===== src/rtl/product_accumulator.sv =====
// Saturating batch accumulator for 4-bit multiplier products with a valid/ready result port.
// Define PRODUCT_ACC_OVERLAP_EN to let the next batch accumulate while a result waits.
module product_accumulator #(
  parameter int ACC_WIDTH = 8,
  parameter int TERMS     = 4
) (
  input  logic                 CLK,
  input  logic                 RST,
  input  logic                 P0,
  input  logic                 P1,
  input  logic                 P2,
  input  logic                 P3,
  input  logic                 InValid,
  output logic                 InReady,
  input  logic                 Clr,
  output logic [ACC_WIDTH-1:0] Result,
  output logic                 OOvf,
  output logic                 OValid,
  input  logic                 OReady
);

  typedef enum logic {ACCUM = 1'b0, HOLD = 1'b1} state_t;

  localparam logic [3:0] LAST_CNT = 4'(TERMS - 1);

  state_t               state_r, state_s;
  logic [ACC_WIDTH-1:0] acc_r, acc_s;
  logic [3:0]           count_r, count_s;
  logic                 ovf_r, ovf_s;
  logic [ACC_WIDTH-1:0] result_r, result_s;
  logic                 oovf_r, oovf_s;
  logic                 ovalid_r, ovalid_s;

  logic [ACC_WIDTH:0]   prod_s;
  logic [ACC_WIDTH:0]   sum_s;
  logic                 sat_s;
  logic [ACC_WIDTH-1:0] clamped_s;
  logic                 in_ready_s;
  logic                 accept_s;
  logic                 last_s;

  // Operand widening, saturating add and input handshake decode
  always_comb begin
    prod_s    = {{(ACC_WIDTH-3){1'b0}}, P3, P2, P1, P0};
    sum_s     = {1'b0, acc_r} + prod_s;
    sat_s     = sum_s[ACC_WIDTH];
    clamped_s = sat_s ? {ACC_WIDTH{1'b1}} : sum_s[ACC_WIDTH-1:0];
    last_s    = (count_r == LAST_CNT);
`ifdef PRODUCT_ACC_OVERLAP_EN
    // Only the final term of a batch must wait for the holding register to drain.
    in_ready_s = !(last_s && ovalid_r && !OReady);
`else
    in_ready_s = (state_r == ACCUM);
`endif
    accept_s  = InValid && in_ready_s;
  end

  // Next-state and next-output computation
  always_comb begin
    state_s  = state_r;
    acc_s    = acc_r;
    count_s  = count_r;
    ovf_s    = ovf_r;
    result_s = result_r;
    oovf_s   = oovf_r;
    ovalid_s = ovalid_r;
`ifdef PRODUCT_ACC_OVERLAP_EN
    if (ovalid_r && OReady) begin
      ovalid_s = 1'b0;
    end else begin
      ovalid_s = ovalid_r;
    end
    if (Clr) begin
      acc_s   = {ACC_WIDTH{1'b0}};
      count_s = 4'd0;
      ovf_s   = 1'b0;
    end else if (accept_s) begin
      if (last_s) begin
        result_s = clamped_s;
        oovf_s   = ovf_r | sat_s;
        ovalid_s = 1'b1;
        acc_s    = {ACC_WIDTH{1'b0}};
        count_s  = 4'd0;
        ovf_s    = 1'b0;
      end else begin
        acc_s   = clamped_s;
        count_s = count_r + 4'd1;
        ovf_s   = ovf_r | sat_s;
      end
    end else begin
      acc_s = acc_r;
    end
    state_s = ovalid_s ? HOLD : ACCUM;
`else
    case (state_r)
      ACCUM: begin
        if (Clr) begin
          acc_s   = {ACC_WIDTH{1'b0}};
          count_s = 4'd0;
          ovf_s   = 1'b0;
        end else if (accept_s) begin
          if (last_s) begin
            result_s = clamped_s;
            oovf_s   = ovf_r | sat_s;
            ovalid_s = 1'b1;
            acc_s    = {ACC_WIDTH{1'b0}};
            count_s  = 4'd0;
            ovf_s    = 1'b0;
            state_s  = HOLD;
          end else begin
            acc_s   = clamped_s;
            count_s = count_r + 4'd1;
            ovf_s   = ovf_r | sat_s;
          end
        end else begin
          acc_s = acc_r;
        end
      end
      HOLD: begin
        if (OReady) begin
          ovalid_s = 1'b0;
          state_s  = ACCUM;
        end else begin
          state_s = HOLD;
        end
      end
      default: begin
        state_s  = ACCUM;
        ovalid_s = 1'b0;
      end
    endcase
`endif
  end

  // State and output registers with synchronous reset
  always_ff @(posedge CLK) begin
    if (RST) begin
      state_r  <= ACCUM;
      acc_r    <= {ACC_WIDTH{1'b0}};
      count_r  <= 4'd0;
      ovf_r    <= 1'b0;
      result_r <= {ACC_WIDTH{1'b0}};
      oovf_r   <= 1'b0;
      ovalid_r <= 1'b0;
    end else begin
      state_r  <= state_s;
      acc_r    <= acc_s;
      count_r  <= count_s;
      ovf_r    <= ovf_s;
      result_r <= result_s;
      oovf_r   <= oovf_s;
      ovalid_r <= ovalid_s;
    end
  end

  assign InReady = in_ready_s;
  assign Result  = result_r;
  assign OOvf    = oovf_r;
  assign OValid  = ovalid_r;

endmodule


===== config.mk =====
export PLATFORM = sky130hd
export DESIGN_NAME = product_accumulator
export DESIGN_NICKNAME = d
export VERILOG_FILES = /design/src/rtl/product_accumulator.sv
export SDC_FILE = /design/constraint.sdc
export NUM_CORES = 1
export LEC_CHECK = 0
export ABC_CLOCK_PERIOD_IN_PS = 3200
export BUFFER_PORTS_ARGS = -buffer_cell sky130_fd_sc_hd__clkbuf_2
export CORE_MARGIN = 5
export CORE_UTILIZATION = 40
export DETAILED_ROUTE_END_ITERATION = 8
export GPL_ROUTABILITY_DRIVEN = 0
export SYNTH_ARGS = -nofsm -noshare
export SYNTH_HDL_FRONTEND = slang
export SYNTH_SLANG_ARGS = --single-unit

===== constraint.sdc =====
create_clock -name CLK -period 3.2 [get_ports CLK]
set_input_delay 0.16 -clock CLK [delete_from_list [all_inputs] [get_ports CLK]]
set_output_delay 0.16 -clock CLK [all_outputs]
set_load 0.005 [all_outputs]

=== Yosys cells after proc, flatten, opt, wreduce, memory -nomap -nowiden ===
Index checks and enable logic that the tools add are counted.

* Flip-flop bits (word level): 24
* Bits in latches: 0
* RAM bits: 0
* ROM bits: 0
* Input bits: 9
* Logic and storage cells: 42
* Memories: 0

* $add $sub $neg: 2
* $mul: 0
* Divide/modulo/power cells: 0
* $lt $le $gt $ge: 0
* Equal/unequal tests: 5
* Shift operators: 0
* Mux-type cells: 20
* Bitwise gates (word level): 3
* Reduce and logical (&&, ||, !) cells: 5

{| class="wikitable"
|+ Operators with widths
! cell !! number
|-
| 2-to-1 mux 8 bit || 4
|-
| 2-to-1 mux 4 bit || 3
|-
| 2-to-1 mux 1 bit || 11
|-
| adder 8 x 4 -> 9 bit || 1
|-
| AND reduction 4 bit || 2
|-
| adder 4 x 1 -> 4 bit, second input constant || 1
|-
| equality test 4 x 2 -> 1 bit, second input constant || 1
|-
| != test 2 x 1 -> 1 bit, second input constant || 2
|-
| != test 2 bit, second input constant || 2
|-
| case mux 1 bit (2 select lines) || 2
|-
| inverter 1 bit || 2
|-
| AND reduction 2 bit || 1
|-
| nonzero test 2 bit || 1
|-
| logical AND 1 bit || 1
|-
| OR 1 bit || 1
|}

=== Depth between registers and ports, before layout ===
* Depth after elaboration: 5
* Mapped depth: 7

=== Worst setup path after synthesis ===
No wires, ideal clock.

* Path type: flip-flop to flip-flop
* From: reg acc_r[0]
* To: reg result_r[5] (netlist: Result[5])
* Library setup time: 0.086 ns
* Arrival time: 1.646 ns
* Path slack: 1.469 ns
* Cell stages (with the launch flop): 8
* Path buffers: 1
* Clock period less this slack: 1.731 ns
* Cell sequence: dfxtp_1 > ha_1 > fa_1 > nand3_1 > a211oi_1 > clkbuf_1 > nor2_1 > a211oi_1

* Cells in the longest elaborated chain, start to end: 2

{| class="wikitable"
|+ Ends and longest elaborated chain
! element !! line !! RTL
|-
| start: declaration || 27 || <nowiki>logic [ACC_WIDTH-1:0] acc_r, acc_s;</nowiki>
|-
| start signal: assignment || 139 || <nowiki>acc_r <= {ACC_WIDTH{1'b0}};</nowiki>
|-
| start signal: assignment || 147 || <nowiki>acc_r <= acc_s;</nowiki>
|-
| adder 8 x 4 -> 9 bit || 45 || <nowiki>sum_s = {1'b0, acc_r} + prod_s;</nowiki>
|-
| 2-to-1 mux 8 bit || 47 || <nowiki>clamped_s = sat_s ? {ACC_WIDTH{1'b1}} : sum_s[ACC_WIDTH-1:0];</nowiki>
|-
| end signal: assignment || 142 || <nowiki>result_r <= {ACC_WIDTH{1'b0}};</nowiki>
|-
| end signal: assignment || 150 || <nowiki>result_r <= result_s;</nowiki>
|-
| end: declaration || 30 || <nowiki>logic [ACC_WIDTH-1:0] result_r, result_s;</nowiki>
|}

No other way between the ends.
A chain may end at the register's enable or synchronous reset.

=== Worst setup path after layout ===
* From: reg acc_r[0]
* To: reg result_r[3] (netlist: Result[3])

Same word-level chain as after synthesis.

==> results.cfg <==
[sta]
fin_tns_setup_ps = 0
finalHoldViolCount = 0
slew_viol_final = 0
rsz0062_at_grt = false
worst-slew-pin-transition_ps = 1160
relSlewSlack = 0.223
fin_crit_sh = 0.751
max_freq_mhz = 416
skew_ps = 6.70
layout_min_cycle_time_ps = 2400
setup_violations = 0
fin_hold_ws_ps = 108

[clock_network]
htree_levels = 1
postCtsHoldBufs = 0
post-cts-setup-buffer-count = 0
clk_pin_slew_ps = 140
cts_inserted_buffers = 3
clkLatencyLatePin_ps = 320
clockBufferDepth = 2
cts_root_buf = clkbuf_4
cts_sinks = 24
cts_tree = built
cts_resized = 0

[detailed_routing]
via_per_inst = 5.78
wl_um = 2770
antenna_left = 0
detail_route.iter0.violations = 58
dr.pass1.iters = 4
wl_per_cell_um = 14.1
drc_errors = 0
num_vias = 1132

[finish]
n_antenna_cell = 0
syn_to_final_growth_pct = 13.0
nets = 179
final_util = 0.463
drive_gt1_frac = 0.160

[place]
hpwl_um = 2060
io_buffers = 19

[yosys]
synth_ff_type = dfxtp_1
seq_area_frac_synth = 0.394
synth-edff-count = 0
yosys.area.top_type_share = 0.394
mappedNetlistNets = 161
netlist_instances = 146
yosysMostFrequentCell = dfxtp_1
ys.warnings.count = 0
synth.avg_cell_area_um2 = 8.36
synth_area_leaders = dfxtp_1, a21oi_1, ha_1
synth.distinct_cells = 36
synthTopCellsByCount = dfxtp_1, a21oi_1, nand2_1, nor2_1, nor3_1
ys_ff_latch = 24
synthesis.area_um2 = 1220
synth_async_sr_flop_share = 0
yosysTopAreaCell = dfxtp_1

[setup_path]
critPathCaptureType = register
critPathMaxFanout = 11
cp.arrival_ps = 2650
worstRegToRegCells = 6
crit_type = reg -> reg
start_kind = register
required_ps = 3450

[floorplan]
std_cell_rows = 20
die_w_um = 65.2
die_area_um2 = 4250
coreArea_um2 = 2980
start_util = 0.410
die_h_um = 65.2
top_level_ports = 20

[power]
power_density_nw_per_um2 = 418
report.power.total_mw = 0.577
ir_drop_mv = 0.176
leakagePower_nw = 0.525

[grt]
grt_antenna_before_repair = 0
grt-ovfl-total = 0
track_usage = 0.140
first_global_vias = 1104
grt_pass1_wl_um = 4820
grt_start_max_net_pins = 25

[job]
drv_cap = 0

[hold_path]
min_path_cells = 3
worstHoldPathType = in -> reg

[run_status]
outcome = completed
## metrics by stage
step	cell area (µm²)	worst slack, ps	std cells
after CTS	1380	819	196
after floorplan	1220	1470	146
after global placement	1330	921	192
after global routing	1380	474	196
final	1380	797	196
after detailed placement	1330	822	192
## layout by cell type, fill, tap and decap left out, types with 2 or more instances in the layout
| cell | n |
|---|---|
| a21oi_1 | 18 |
| and3_1 | 3 |
| clkbuf_4 | 3 |
| o21ai_0 | 7 |
| nand2_1 | 14 |
| a21o_1 | 3 |
| a211oi_1 | 5 |
| dfxtp_1 | 24 |
| inv_1 | 4 |
| nand2b_1 | 2 |
| ha_1 | 5 |
| o211ai_1 | 3 |
| clkbuf_2 | 19 |
| nor3_1 | 11 |
| nor2_1 | 14 |
| a211o_1 | 3 |
| nand3_1 | 5 |
## final timing paths
kind	startpoint	end	slack (ps)
setup / recovery	acc_r[0]$_SDFFE_PP0P_	Result[3]$_SDFFE_PP0P_	800
hold / removal	OReady	state_r$_SDFF_PP0_	110
setup reg to reg	acc_r[0]$_SDFFE_PP0P_	Result[3]$_SDFFE_PP0P_	800
hold reg to reg	Result[6]$_SDFFE_PP0P_	Result[6]$_SDFFE_PP0P_	460
## layout make-up
cell class | count | area, µm²
tap | 33 | 41.3
clock inverter | 1 | 30.0
timing repair buffer | 19 | 95.1
sequential | 24 | 480
fill | 298 | 1600
inverter | 4 | 15.0
multi-input combinational | 112 | 694
clock buffer | 3 | 22.5
## flip-flops by register name (all words and copies together), names as in the netlist
name,flops
count_r,4
Result,8
OValid,1
acc_r,8
state_r,1
OOvf,1
ovf_r,1
## worst max-delay path: stages, from the launching register on
cell and delay [ps]:
dfxtp_1 360, ha_1 200, fa_1 230, nand3_1 170, a211oi_1 960, a21oi_1 160, a211oi_1 260
## where the power goes
group | total, mW | switching, mW | leakage, nW | internal, mW
Combinational | 0.0490 | 0.0309 | 0.303 | 0.0181
Sequential | 0.305 | 0.00291 | 0.194 | 0.302
Clock | 0.223 | 0.0959 | 0.0279 | 0.127
Total | 0.577 | 0.130 | 0.525 | 0.447
## kinds of logic after synthesis
| group | after synthesis | share of synthesized area |
|---|---|---|
| AND/OR/NAND/NOR | 54 | 0.213 |
| AO/OA/AOI/OAI | 50 | 0.274 |
| flip-flops | 24 | 0.394 |
| buffers and inverters | 10 | 0.0369 |
| adder cells (fa/ha/maj) | 6 | 0.0677 |
| XOR/XNOR | 2 | 0.0144 |
## metal layers
metal  routed length, µm  share of wire  track usage  up-vias
li1                    -              -            -      574
met4                  25         0.0090       0.0337        0
met2                1400           0.50        0.240       28
met3                 116          0.042       0.0239        3
met1                1230           0.44        0.183      527
met5                   0              0            0        -
(Power assumes the default switching activity.)
